$ cat src/rtl/atom_soc_pkg.sv
// Shared definitions for the data-memory crossbar: FSM states, tick window
// geometry and the default slave address map.
package atom_soc_pkg;

  typedef enum logic [1:0] {
    ST_IDLE,
    ST_REQ,
    ST_WAIT,
    ST_RESP
  } xbar_state_e;

  // Tick counter occupies one 8-byte window: low word at +0, high word at +4.
  localparam int TICK_WIN_LSB = 3;

  localparam int                          DEF_NUM_SLAVES  = 4;
  localparam logic [DEF_NUM_SLAVES*32-1:0] DEF_SLV_BASE   = {32'h4000_0000, 32'h3000_0000,
                                                             32'h2000_0000, 32'h1000_0000};
  localparam logic [DEF_NUM_SLAVES*32-1:0] DEF_SLV_MASK   = {DEF_NUM_SLAVES{32'hF000_0000}};
  localparam logic [31:0]                 DEF_TICK_BASE   = 32'hFFFF_FF00;
  localparam logic [7:0]                  DEF_TIMEOUT_CYC = 8'd255;

endpackage

$ cat src/rtl/atom_addr_decoder.sv
// Address decode for the crossbar: tick window first, then the lowest-index
// matching slave window, otherwise a miss.
module atom_addr_decoder
  import atom_soc_pkg::*;
#(
  parameter int                         NUM_SLAVES = 4,
  parameter logic [NUM_SLAVES*32-1:0]   SLV_BASE   = DEF_SLV_BASE,
  parameter logic [NUM_SLAVES*32-1:0]   SLV_MASK   = DEF_SLV_MASK,
  parameter logic [31:0]                TICK_BASE  = DEF_TICK_BASE
) (
  input  logic [31:0]           addr_i,
  output logic [NUM_SLAVES-1:0] hit_o,
  output logic                  tick_hit_o,
  output logic                  miss_o
);

  logic [NUM_SLAVES-1:0] match;
  logic                  found;

  assign tick_hit_o = (addr_i[31:TICK_WIN_LSB] == TICK_BASE[31:TICK_WIN_LSB]);

  for (genvar k = 0; k < NUM_SLAVES; k++) begin : g_match
    assign match[k] = ((addr_i & SLV_MASK[k*32 +: 32]) == SLV_BASE[k*32 +: 32]);
  end

  // Overlapping windows resolve to the lowest index; a tick hit suppresses all.
  always_comb begin
    hit_o = '0;
    found = tick_hit_o;
    for (int k = 0; k < NUM_SLAVES; k++) begin
      if (match[k] && !found) begin
        hit_o[k] = 1'b1;
        found    = 1'b1;
      end
    end
  end

  assign miss_o = !tick_hit_o && (match == '0);

endmodule

$ cat src/rtl/atom_dmem_xbar.sv
// Single-master data-memory crossbar with per-slave handshake, response
// timeout and a built-in free-running 64-bit tick counter.
module atom_dmem_xbar
  import atom_soc_pkg::*;
#(
  parameter int                       NUM_SLAVES  = 4,
  parameter logic [NUM_SLAVES*32-1:0] SLV_BASE    = DEF_SLV_BASE,
  parameter logic [NUM_SLAVES*32-1:0] SLV_MASK    = DEF_SLV_MASK,
  parameter logic [31:0]              TICK_BASE   = DEF_TICK_BASE,
  parameter logic [7:0]               TIMEOUT_CYC = DEF_TIMEOUT_CYC
) (
  input  logic                     clk_i,
  input  logic                     rst_ni,
  input  logic                     m_valid_i,
  output logic                     m_ready_o,
  input  logic [31:0]              m_addr_i,
  input  logic [31:0]              m_wdata_i,
  input  logic [2:0]               m_width_i,
  input  logic                     m_we_i,
  output logic                     m_ack_o,
  output logic                     m_err_o,
  output logic [31:0]              m_rdata_o,
  output logic [NUM_SLAVES-1:0]    s_valid_o,
  output logic [31:0]              s_addr_o,
  output logic [31:0]              s_wdata_o,
  output logic [2:0]               s_width_o,
  output logic                     s_we_o,
  input  logic [NUM_SLAVES-1:0]    s_ready_i,
  input  logic [NUM_SLAVES-1:0]    s_ack_i,
  input  logic [NUM_SLAVES*32-1:0] s_rdata_i
);

  xbar_state_e           state_q, state_d;
  logic [NUM_SLAVES-1:0] sel_q, sel_d, dec_hit;
  logic                  dec_tick, dec_miss;
  logic [31:0]           addr_q, wdata_q, rdata_q, rdata_d, sel_rdata;
  logic [2:0]            width_q;
  logic                  we_q, err_q, err_d;
  logic [7:0]            to_q, to_d;
  logic [63:0]           tick_q, tick_d;
  logic                  accept, sel_ready, sel_ack, to_expire;

  atom_addr_decoder #(
    .NUM_SLAVES (NUM_SLAVES),
    .SLV_BASE   (SLV_BASE),
    .SLV_MASK   (SLV_MASK),
    .TICK_BASE  (TICK_BASE)
  ) u_dec (
    .addr_i     (m_addr_i),
    .hit_o      (dec_hit),
    .tick_hit_o (dec_tick),
    .miss_o     (dec_miss)
  );

  // Gated by reset so the master sees not-ready while reset is held.
  assign m_ready_o = rst_ni && (state_q == ST_IDLE);
  assign accept    = m_valid_i && m_ready_o;
  assign sel_ready = |(s_ready_i & sel_q);
  assign sel_ack   = |(s_ack_i & sel_q);
  assign to_expire = ((to_q + 8'd1) == TIMEOUT_CYC);

  always_comb begin
    sel_rdata = '0;
    for (int k = 0; k < NUM_SLAVES; k++) begin
      if (sel_q[k]) sel_rdata = s_rdata_i[k*32 +: 32];
    end
  end

  always_comb begin
    state_d = state_q;
    sel_d   = sel_q;
    to_d    = to_q;
    err_d   = err_q;
    rdata_d = rdata_q;
    unique case (state_q)
      ST_IDLE: begin
        if (accept) begin
          if (dec_tick || dec_miss) begin
            state_d = ST_RESP;
            err_d   = dec_miss;
            rdata_d = dec_miss ? 32'h0 : (m_addr_i[2] ? tick_q[63:32] : tick_q[31:0]);
          end else begin
            state_d = ST_REQ;
            sel_d   = dec_hit;
            to_d    = '0;
          end
        end
      end
      ST_REQ, ST_WAIT: begin
        to_d = to_q + 8'd1;
        // A completing response beats an expiring timeout in the same cycle.
        if (sel_ack && (state_q == ST_WAIT || sel_ready)) begin
          state_d = ST_RESP;
          err_d   = 1'b0;
          rdata_d = sel_rdata;
        end else if (to_expire) begin
          state_d = ST_RESP;
          err_d   = 1'b1;
          rdata_d = 32'h0;
        end else if (state_q == ST_REQ && sel_ready) begin
          state_d = ST_WAIT;
        end
      end
      ST_RESP: state_d = ST_IDLE;
      default: state_d = ST_IDLE;
    endcase
  end

  // A tick write replaces the increment for that cycle.
  always_comb begin
    tick_d = tick_q + 64'd1;
    if (accept && dec_tick && m_we_i) begin
      tick_d = tick_q;
      if (m_addr_i[2]) tick_d[63:32] = m_wdata_i;
      else             tick_d[31:0]  = m_wdata_i;
    end
  end

  always_ff @(posedge clk_i or negedge rst_ni) begin
    if (!rst_ni) begin
      state_q <= ST_IDLE;
      sel_q   <= '0;
      to_q    <= '0;
      err_q   <= 1'b0;
      rdata_q <= '0;
      tick_q  <= '0;
      addr_q  <= '0;
      wdata_q <= '0;
      width_q <= '0;
      we_q    <= 1'b0;
    end else begin
      state_q <= state_d;
      sel_q   <= sel_d;
      to_q    <= to_d;
      err_q   <= err_d;
      rdata_q <= rdata_d;
      tick_q  <= tick_d;
      if (accept) begin
        addr_q  <= m_addr_i;
        wdata_q <= m_wdata_i;
        width_q <= m_width_i;
        we_q    <= m_we_i;
      end
    end
  end

  assign s_valid_o = (state_q == ST_REQ) ? sel_q : '0;
  assign s_addr_o  = addr_q;
  assign s_wdata_o = wdata_q;
  assign s_width_o = width_q;
  assign s_we_o    = we_q;
  assign m_ack_o   = (state_q == ST_RESP);
  assign m_err_o   = err_q;
  assign m_rdata_o = rdata_q;

endmodule

$ cat config.mk
export PLATFORM = sky130hd
export DESIGN_NAME = atom_dmem_xbar
export DESIGN_NICKNAME = d
export VERILOG_FILES = /design/src/rtl/atom_soc_pkg.sv /design/src/rtl/atom_addr_decoder.sv /design/src/rtl/atom_dmem_xbar.sv
export SDC_FILE = /design/constraint.sdc
export NUM_CORES = 1
export LEC_CHECK = 0
export ABC_AREA = 1
export CORE_ASPECT_RATIO = 0.6
export CORE_MARGIN = 5
export CORE_UTILIZATION = 40
export CTS_BUF_LIST = sky130_fd_sc_hd__clkbuf_8
export DETAILED_ROUTE_END_ITERATION = 10
export PLACE_DENSITY = 0.68
export SYNTH_ARGS = -nofsm -noshare
export SYNTH_HDL_FRONTEND = slang
export SYNTH_HIERARCHICAL = 1
export SYNTH_SLANG_ARGS = --single-unit
$ cat constraint.sdc
create_clock -name clk_i -period 2.4 [get_ports clk_i]
set_clock_uncertainty 0.05 [all_clocks]
set_input_delay 0.48 -clock clk_i [delete_from_list [all_inputs] [get_ports clk_i]]
set_output_delay 0.48 -clock clk_i [all_outputs]
set_load 0.05 [all_outputs]
# Word level (Yosys, flattened, before mapping)
# Cells that the tools add are included.
word_totals:
  output_inout_bits: 107
  register_bits: 179
  in_bits: 207
op_classes:
  n_reduce_logical: 27
  eq_ne: 16
  n_addsub: 2
  bitwise: 3
  mux: 36
op_table:
  columns: ["op", "count"]
  rows:
  - ["32-bit 2-to-1 mux", 12]
  - ["64-bit by 1-bit adder with 64-bit output (second input constant)", 1]
  - ["64-bit 2-to-1 mux", 1]
  - ["32-bit one-hot mux with 2 select lines", 1]
  - ["29-bit equality test (second input constant)", 1]
  - ["8-bit 2-to-1 mux", 2]
  - ["8-bit one-hot mux with 2 select lines", 1]
  - ["1-bit logical AND", 11]
  - ["1-bit 2-to-1 mux", 11]
  - ["2-bit 2-to-1 mux", 5]
  - ["8-bit by 1-bit adder with 8-bit output (second input constant)", 1]
  - ["4-bit bitwise AND", 2]
  - ["4-bit by 2-bit equality test with 1-bit output (second input constant)", 2]
  - ["8-bit equality test (second input constant)", 1]
  - ["2-bit != test (second input constant)", 4]
  - ["4-bit OR reduction", 2]
  - ["2-bit one-hot mux with 3 select lines", 1]
  - ["3-bit AND reduction", 2]
  - ["2-bit equality test (second input constant)", 2]
  - ["4-bit by 1-bit equality test with 1-bit output (second input constant)", 1]
  - ["4-bit by 3-bit equality test with 1-bit output (second input constant)", 1]
  - ["1-bit zero test", 4]
  - ["4-bit zero test", 1]
  - ["4-bit 2-to-1 mux", 1]
  - ["other kinds (12)", 13]

# Depth between registers and ports, before layout
# Gate-level depths: netlist of the first run.
depth:
  word_depth: 13
  ltp_mapped: 14
  mapped_depth_nobuf: 13

# Hierarchy
# The synthesis of the first run kept the hierarchy.
modules_own_cells:
  columns: ["module", "n_inst", "area_per_inst_um2", "cells_each"]
  rows:
  - ["atom_dmem_xbar", 1, 11300.8, 1677]
  - ["atom_addr_decoder", 1, 167.7, 41]

# Worst setup path before layout of the first run
# Ideal clock, no wire load.
synth_path:
  path_kind: "register to register"
  startpoint: "reg state_q[0]"
  endpoint: "reg tick_q[2]"
  setup_ns: 0.148
  synth_period_minus_slack_ns: 1.996
  required_time_ns: 2.202
  n_path_buf: 1
  t_arrival_ns: 1.798
  stages_incl_launch_ff: 13
  path_slack_ns: 0.404
  path_cell_list: "dfrtp_1 -> inv_1 -> ha_1 -> nand2_1 -> inv_2 -> nand2_4 -> nor2_1 -> nand2_1 -> inv_2 -> nand2_2 -> buf_2 -> o211ai_1 -> o311ai_0"
synth_via:
  elab_chain_len: 6
  elab_cells_between_ends: 7
  cone_classes: "eq/ne (1); mux (1); reduce/logical (5)"
synth_rtl:
  columns: ["item", "line_no", "rtl"]
  rows:
  - ["start, declared", "atom_dmem_xbar.sv:33", "xbar_state_e state_q, state_d;"]
  - ["start signal, assigned", "atom_dmem_xbar.sv:132", "state_q <= state_d;"]
  - ["2-bit zero test (*)", "atom_dmem_xbar.sv:56", "assign m_ready_o = rst_ni && (state_q == ST_IDLE);"]
  - ["1-bit logical AND (*)", "atom_dmem_xbar.sv:56", null]
  - ["net m_ready_o", "atom_dmem_xbar.sv:15", "output logic m_ready_o,"]
  - ["1-bit logical AND (*)", "atom_dmem_xbar.sv:57", "assign accept = m_valid_i && m_ready_o;"]
  - ["1-bit logical AND (*) (2 in series)", "atom_dmem_xbar.sv:112", "if (accept && dec_tick && m_we_i) begin"]
  - ["2-bit != test (no source line) or 64-bit 2-to-1 mux (tied branches)", null, null]
  - ["end signal, assigned", "atom_dmem_xbar.sv:137", "tick_q <= tick_d;"]
  - ["end, declared", "atom_dmem_xbar.sv:40", "logic [63:0] tick_q, tick_d;"]
# The timed path passes the listed nets; every way through them passes the cells marked *.
# A chain may end at the register's enable or synchronous reset.

# Final worst setup path of the first run
layout_path:
  startpoint: "reg tick_q[32]"
  endpoint: "reg tick_q[58]"
layout_via:
  elab_chain_len: 2
layout_rtl:
  columns: ["item", "line_no", "rtl"]
  rows:
  - ["64-bit by 1-bit adder with 64-bit output", "atom_dmem_xbar.sv:111", "tick_d = tick_q + 64'd1;"]
  - ["64-bit 2-to-1 mux", "atom_dmem_xbar.sv:112", null]
# Every way passes these cells.

==> results of run 1 <==
metrics by stage:
| stage | instances | TNS (ns) | total power, mW | hold slack [ns] |
|---|---|---|---|---|
| 3_3_place_gp | 2392 | -17.32 | 13.5 | 0.411 |
| 4_1_cts | 2423 | 0 | 15.7 | 0.159 |
| 6_report | 2426 | 0 | 15.9 | 0.0776 |
| 5_1_grt | 2426 | 0 | 16.9 | 0.188 |
| 2_1_floorplan | 1718 | 0 | 10.2 | 0.134 |
| 3_5_place_dp | 2392 | -22.47 | 13.6 | 0.414 |
synth_stat cells, types with 2 or more instances:
cell type    n  share of area [%]
nand2_1    683                 22
dfrtp_1    179                 39
inv_1      151                4.9
nor2_1     141                4.6
o21ai_0    114                5.0
nand3_1     99                4.3
o211ai_1    68                4.5
clkbuf_1    42                1.4
a21oi_1     40                1.7
o22ai_1     31                1.7
buf_2       24                1.0
nor3_1      21               0.92
xor2_1      21                1.6
nand4_1     16               0.87
or2_2       13               0.71
inv_2        8               0.26
o221ai_1     8               0.61
xnor2_1      8               0.61
buf_4        7               0.46
ha_1         7               0.76
nand2_2      5               0.27
nor2_2       5               0.27
nand2_4      4               0.39
buf_1        3              0.098
buf_6        3               0.29
nand3_2      3               0.26
and2_1       2               0.11
nor2_4       2               0.20
o21ai_1      2              0.087
o21bai_1     2               0.13
o311ai_0     2               0.15
worst reg2reg max path: stages, from the launching register on:
cell	delay, ns
dfrtp_1	0.55
inv_1	0.14
nor3_1	0.30
nand2_1	0.16
nor2_1	0.50
nand2_1	0.19
o21ai_0	0.20
nand2_1	0.07
nand2_1	0.06
nand2_1	0.05
logic make-up (layout without fill, tap and decap cells):
kind of cell | count (synthesis) | count (layout) | synth area share, %
xor gates and xnor gates | 29 | 29 | 2.21
adders and majority gates | 7 | 7 | 0.764
DFF | 179 | 179 | 39.1
AOI/OAI and AO/OA | 269 | 269 | 14.0
buffers and inverters | 238 | 571 | 8.48
and+or+nand+nor | 996 | 996 | 35.5
per-layer routing:
layer  vias to the layer above  part of all wire, %
li1                       6175                    -
met1                      6029                   48
met2                       566                   39
met3                        64                   11
met4                         4                  1.7
met5                         -                0.054
worst max path at each step:
stage	start	endpoint	slack [ns]	depth (start not counted)
2_1_floorplan	state_q[0]	tick_q[2]	0.40	12
3_3_place_gp	m_addr_i[24]	m_rdata_o[31]	-0.28	14
3_5_place_dp	m_addr_i[24]	m_rdata_o[17]	-0.34	14
4_1_cts	m_rdata_o[20]	m_rdata_o[20]	0.04	1
5_1_grt	tick_q[1]	tick_q[48]	0.0003	11
6_report	tick_q[32]	tick_q[58]	0.03	9
power by group through the flow:
stage | clock network [mW] | registers (mW) | logic [mW]
final | 2.10 | 4.28 | 9.51
after global routing | 2.29 | 4.38 | 10.2
after CTS | 2.16 | 4.27 | 9.29
after detailed placement | 0 | 4.31 | 9.27
after global placement | 0 | 4.31 | 9.18
after floorplan | 0 | 6.64 | 3.59
repair_timing:
item	in CTS	in global routing
endpoints found under the setup margin	0	23
resized for setup	0	3
setup buffers	0	2
hold buffers	0	0
flip-flops by register name, summed over array words and instances (netlist names):
register and count:
state_q 2, s_addr_o 32, s_we_o 1, to_q 8
sel_q 4, s_wdata_o 32, m_rdata_o 32, s_width_o 3
tick_q 64, m_err_o 1
cell type report:
class / instances / area [um2]
Clock inverter: 14 / 139
Inverter: 159 / 597
Tap cell: 375 / 469
Sequential cell: 179 / 4480
Multi-Input combinational cell: 1301 / 6040
Clock buffer: 17 / 234
Timing Repair Buffer: 381 / 3840
Fill cell: 2816 / 12700
cell usage in the layout (no fill, tap or decap), types with 8 or more instances in the layout:
master and n:
dfrtp_1 179, nand2_1 682, o211ai_1 68, inv_2 8, o221ai_1 8, buf_12 16
nor2_1 139, a21oi_1 40, xnor2_1 8, xor2_1 21, nor3_1 20, nand3_1 99
o21ai_0 114, clkdlybuf4s50_1 305, clkbuf_8 17, nand4_1 16, or2_2 13, buf_4 57
inv_1 151, o22ai_1 31
==> results.md, run 1 <==
- Rel. slew slack: 31.8%
- Core Box Area: 0.0285 mm2
- Req. time, crit path: 2.76 ns
- Initial antenna violation count: 2
- Unrepaired setup endpoints after global routing: false
- NetSw: just over 8 mW
- Root Buffer: clkbuf_8
- Clock share of power: 13.2%
- Syn. warnings: 6
- GR Util met2: 39.6%
- Routed WL: 48.1 mm
- Antenna Cells: 0
- Reg2reg start: tick_q[32]
- FMAX: 0.421 GHz
- Crit path capture type: register
- M1 GR Usage: 44.5%
- Worst path bufs/invs: 1
- WL/cell: 19.8 um
- Flop pwr share: a little over a quarter
- Global route hottest layer: met1
- GP Congestion: roughly 1
- GRT Total Usage: slightly below 30%
- Cells after synthesis: 1718
- Switching fraction of total power: 50.9%
- Hold Crit Class: in -> async
- IO buf count: 313
- Period minus WS final: 2.37 ns
- Placed inst area: 0.0154 mm2
- Synth cell types: 35
- Power Dens Cells: between 1000 and 1500 mW/mm2
- First-pass GRT wire length: between 70 and 80 mm
- # Max-Cap Violations: 0
- Peak supply drop: 0.703 mV
- Post-DP HPWL: 37.9 mm
- Post-synth top flop: dfrtp_1
- Syn Nets: 1932
- Vias in the first global route: 12100
- Number of synthesized flops with an enable pin: 0
- Via density: 5.29
- Max H-tree Level: 4
- Grt ovf: 0
- Crit-path cells: inv_1 -> nor3_1 -> nand2_1 -> nor2_1 -> nand2_1 -> o21ai_0 -> nand2_1 -> nand2_1 -> nand2_1
- Asr flop ratio synth: 100%
- DRC Markers: 0
- Max clock buf depth: 2
- Largest net degree at the start of global routing: 180
- I/O pin count: about 310
- Die area: 0.0323 mm2
- Synth Register Bits: between 150 and 200
- Crit-path most repeated cell: nand2_1
- Initial DRC Count: 1421
- Int Power: about 8 mW
- Final Instance Area: 0.0158 mm2
- Post-layout net count: approximately 2300
- Max incr delay on CP: 0.55 ns
- Status: finished clean
- Worst Reg2Reg Path Length in Cells: 9
- Final WS setup: 0.0257 ns
- Sequential element share of the synthesized area: between 30% and 40%
- Worst-path fanout max: 3
- Static Leak: about 7.1 nW
- Max-slew violations: 0
- Final setup vio count: 0
- Area Growth Syn to Fin: 37.8%
- WS Path Type: reg -> reg
- Share of cells above drive strength 1: 7.46%
- Crit-path slowest cell: dfrtp_1
- Period utilization: just under 100%
- Reg2reg setup slack: around 0.026 ns
- DR vias: 12800
- Syn avg cell area: 6.68 um2
- Fin. Hold Viols: 0
- Combinational fraction of design power: 59.8%
- Worst-Margin Slew: 1.02 ns
- Largest delay share family, worst path: simple AND/OR/NAND/NOR gates
- Initial core utilization: 40.2%
- CTS tree: built
- Reg clk slew, reported paths: 0.11 ns
- Final Core Density: 55.4%
- Row count: 48
- Nature of the critical path startpoint: register
- Grt met3 use: 10.7%
- # clock sinks: approximately 180
- Data arrival, critical path: 2.73 ns
- Pre-CTS WS: -0.340 ns
- DRT antenna net count: 0
- Die Wd: 229 um
- Cts bufs inserted: 17
- Total iterations of the first detailed-routing run: 9
- Clock insertion delay at the later pin of the skew report: around 0.52 ns
- Die Span Y: 141 um
- R2R Path End: tick_q[58]
- Post-synthesis instance area: around 0.011 mm2
Power figures use the tool's default switching activity.
==> inputs of run 2 (changes only) <==
--- a/config.mk
+++ b/config.mk
@@ -6,6 +6,7 @@
 export NUM_CORES = 1
 export LEC_CHECK = 0
 export ABC_AREA = 1
+export CAP_MARGIN = 20
 export CORE_ASPECT_RATIO = 0.6
 export CORE_MARGIN = 5
 export CORE_UTILIZATION = 40
==> results of run 2 <==
Same layout as run 1: the final DEF is identical, and so are final timing and power.
==> inputs of run 3 (changes only) <==
--- a/config.mk
+++ b/config.mk
@@ -15,5 +15,4 @@
 export PLACE_DENSITY = 0.68
 export SYNTH_ARGS = -nofsm -noshare
 export SYNTH_HDL_FRONTEND = slang
-export SYNTH_HIERARCHICAL = 1
 export SYNTH_SLANG_ARGS = --single-unit
==> run 3 against run 2 <==
First-iteration DRC count rose by 18%. Utilization fell by 0.78 points. Synthesized cell count rose by 6.2%. Sequential power barely moved. Sequential share of layout area fell by 0.76 points. Die area rose by 4.1%. Wire length rose by 8.5%. Hold slack got worse by 0.012 ns. Design area rose by 2.8%. Fmax rose by 2.6%. Flip-flop and latch count did not move. Critical endpoint is now s_addr_o[8]. Largest cell class unchanged. Largest power group unchanged. Highest routed layer unchanged.
==> results.md, run 3 <==
- Req. time, crit path: 1.87 ns
- Crit-path slowest cell: clkdlybuf4s50_1
- Grt ovf: 0
- IO buf count: 313
- Cell accounting for the most synthesized area: dfrtp_1
- Sequential element share of the synthesized area: 37.4%
- Power Dens Cells: 919 mW/mm2
- GRT Total Usage: 30.7%
- FILL cells: 2937
- Initial DRC Count: 1680
- Largest reg by FF count: tick_q
- Syn. warnings: 0
- Max incr delay on CP: 0.84 ns
- Most frequent cells in the layout: 671 x nand2_1, 305 x clkdlybuf4s50_1, 191 x nor2_1
- Number of synthesized flops with an enable pin: 0
- Largest net degree at the start of global routing: 180
- Syn Nets: 2039
- Final setup vio count: 0
- Post-layout net count: 2341
- Synth area leaders: dfrtp_1 37%, nand2_1 21%, nand3_1 6.7%
- Post-synthesis instance area: 0.0120 mm2
- Period utilization: 96.4%
- Post-DP HPWL: 40.6 mm
- Die Span Y: 144 um
- Peak supply drop: 0.756 mV
- Worst-Margin Slew: 1.11 ns
- Root Buffer: clkbuf_8
- Max H-tree Level: 4
- Cts bufs inserted: 17
- CTS tree: built
- FF/Latch Area: 0.00448 mm2
- Setup TNS: 0 ns
- Via density: 5.37
- Hold_ws: 0.0654 ns
- Max reg flops: 64
- First-pass GRT wire length: 78.5 mm
- Area Growth Syn to Fin: 35.7%
- Crit path capture type: output pin
- Critical Path Start: s_addr_o[8]
- Synth cell types: 35
- WS Path Type: reg -> out
- Count leader, synth: nand2_1
- Cells after synthesis: 1825
- Most frequent cells after synthesis: 671 x nand2_1, 193 x nor2_1, 179 x dfrtp_1
- # clock sinks: 179
- DRT antenna net count: 0
- Nature of the critical path startpoint: register
- Reg2reg start: tick_q[0]
- Post-synth top flop: dfrtp_1
- GP Congestion: roughly 1
- Total iterations of the first detailed-routing run: 5
- Syn avg cell area: 6.56 um2
- FMAX: 0.432 GHz
- Vias in the first global route: approximately 13000
- Placed inst area: roughly 0.016 mm2
- Rel. slew slack: a little over a quarter
- Row count: 49
- DR vias: 13700
- Crit-path cells: clkdlybuf4s50_1
- Max clock buf depth: 2
- Asr flop ratio synth: 100%
- WL/cell: around 20 um
- Final Instance Area: 0.0162 mm2
- Final WS setup: 0.0868 ns
- Worst-path fanout max: 2
- # Max-Cap Violations: 0
- Routed WL: 52.3 mm
- DRC Markers: 0
- Initial antenna violation count: 2
- Reg clk slew, reported paths: 0.10 ns
- Multi-input gate area: 0.00646 mm2
- I/O pin count: roughly 310
- Max-slew violations: 0
- Status: finished clean
- Pre-CTS WS: a little under 0.01 ns
- Initial core utilization: between 40% and 50%
- Most common cell after layout, fill and taps aside: nand2_1
- CTS Hold Bufs: 0
- Share of cells above drive strength 1: 6.40%
- Unrepaired setup endpoints after global routing: false
- Top cell type's share of synthesized area: a little under two fifths
- Die area: 0.0336 mm2
- Clock insertion delay at the later pin of the skew report: 0.52 ns
- Synth Register Bits: about 180
- Fin. Hold Viols: 0
- Worst path bufs/invs: 1
- Design Power: 14.9 mW
- Die Wd: 233 um
- Core Box Area: 0.0297 mm2
- Data arrival, critical path: 1.78 ns
- Period minus WS final: 2.31 ns
- Largest delay share family, worst path: buffers and inverters
- Static Leak: 7.49 nW
- Hold Crit Class: in -> async
==> run 3: cell count changes in the layout (fill, tap and decap cells not counted), sizes merged, moves of 16 or more <==
cell	change
nand2	-16
nand3	+61
nand4	+37
nor2	+62
nor3	+22
o211ai	-27
o22ai	-29
o2bb2ai	+22
==> run 3: logic make-up after synthesis <==
group	synth area share, %
AO/OA/AOI/OAI	10.8
XOR/XNOR	2.05
buffers and inverters	8.70
flip-flops	37.4
AND/OR/NAND/NOR	40.3
adder cells (fa/ha/maj)	0.732
==> run 3: worst register-to-register path, stage by stage, from the launching register on <==
cell and delay, ns:
dfrtp_1 0.41, ha_1 0.20, nand3_1 0.18, nor2_1 0.32, nand3_1 0.29, nor2_1 0.28
nand3_1 0.10, nand2_1 0.07, nand2_1 0.05, nand2_1 0.06, nand2_1 0.05
==> run 3: layout make-up <==
type / count / share of cell area [%]
Antenna cell: 2 / 0.0308
Clock buffer: 18 / 1.53
Clock inverter: 14 / 1.09
Inverter: 164 / 3.79
Multi-Input combinational cell: 1397 / 39.8
Sequential cell: 179 / 27.6
Tap cell: 408 / 3.14
Timing Repair Buffer: 368 / 23.0
==> run 3: through the flow <==
stage | utilization (%) | cells
final | 54.6 | 2550
after global routing | 54.6 | 2548
after CTS | 54.6 | 2548
after detailed placement | 53.2 | 2516
after global placement | 53.2 | 2516
after floorplan | - | 1825
==> run 3: where the power goes <==
part           leakage, nW  switching [mW]  internal [mW]
clock                0.214            1.28           1.07
sequential            2.37           0.468           3.79
combinational         4.91            5.60           2.70
==> run 3: layer usage <==
layer	up-vias	wire length, um	track usage, %
li1	6497	-	-
met1	6525	25600	48.9
met2	609	21000	41.6
met3	61	4810	6.75
met4	2	930	7.52
met5	-	12	0
==> run 3: worst paths after layout <==
check / slack [ns] / cells past startpoint / endpoint
max: 0.09 / 1 / s_addr_o[8]
min: 0.07 / 2 / s_addr_o[29]
max reg2reg: 0.24 / 10 / tick_q[62]
min reg2reg: 0.44 / 2 / m_rdata_o[28]
max in group asynchronous: 1.36 / 2 / s_wdata_o[19]
min in group clk_i: 0.44 / 2 / m_rdata_o[28]
==> run 3: what timing repair did <==
| item | 4_1_cts | 5_1_grt |
|---|---|---|
| endpoints found under the setup margin | 1 | 0 |
| gates resized for setup | 1 | 0 |
| setup buffers | 0 | 0 |
| endpoints found under the hold margin | 0 | 0 |
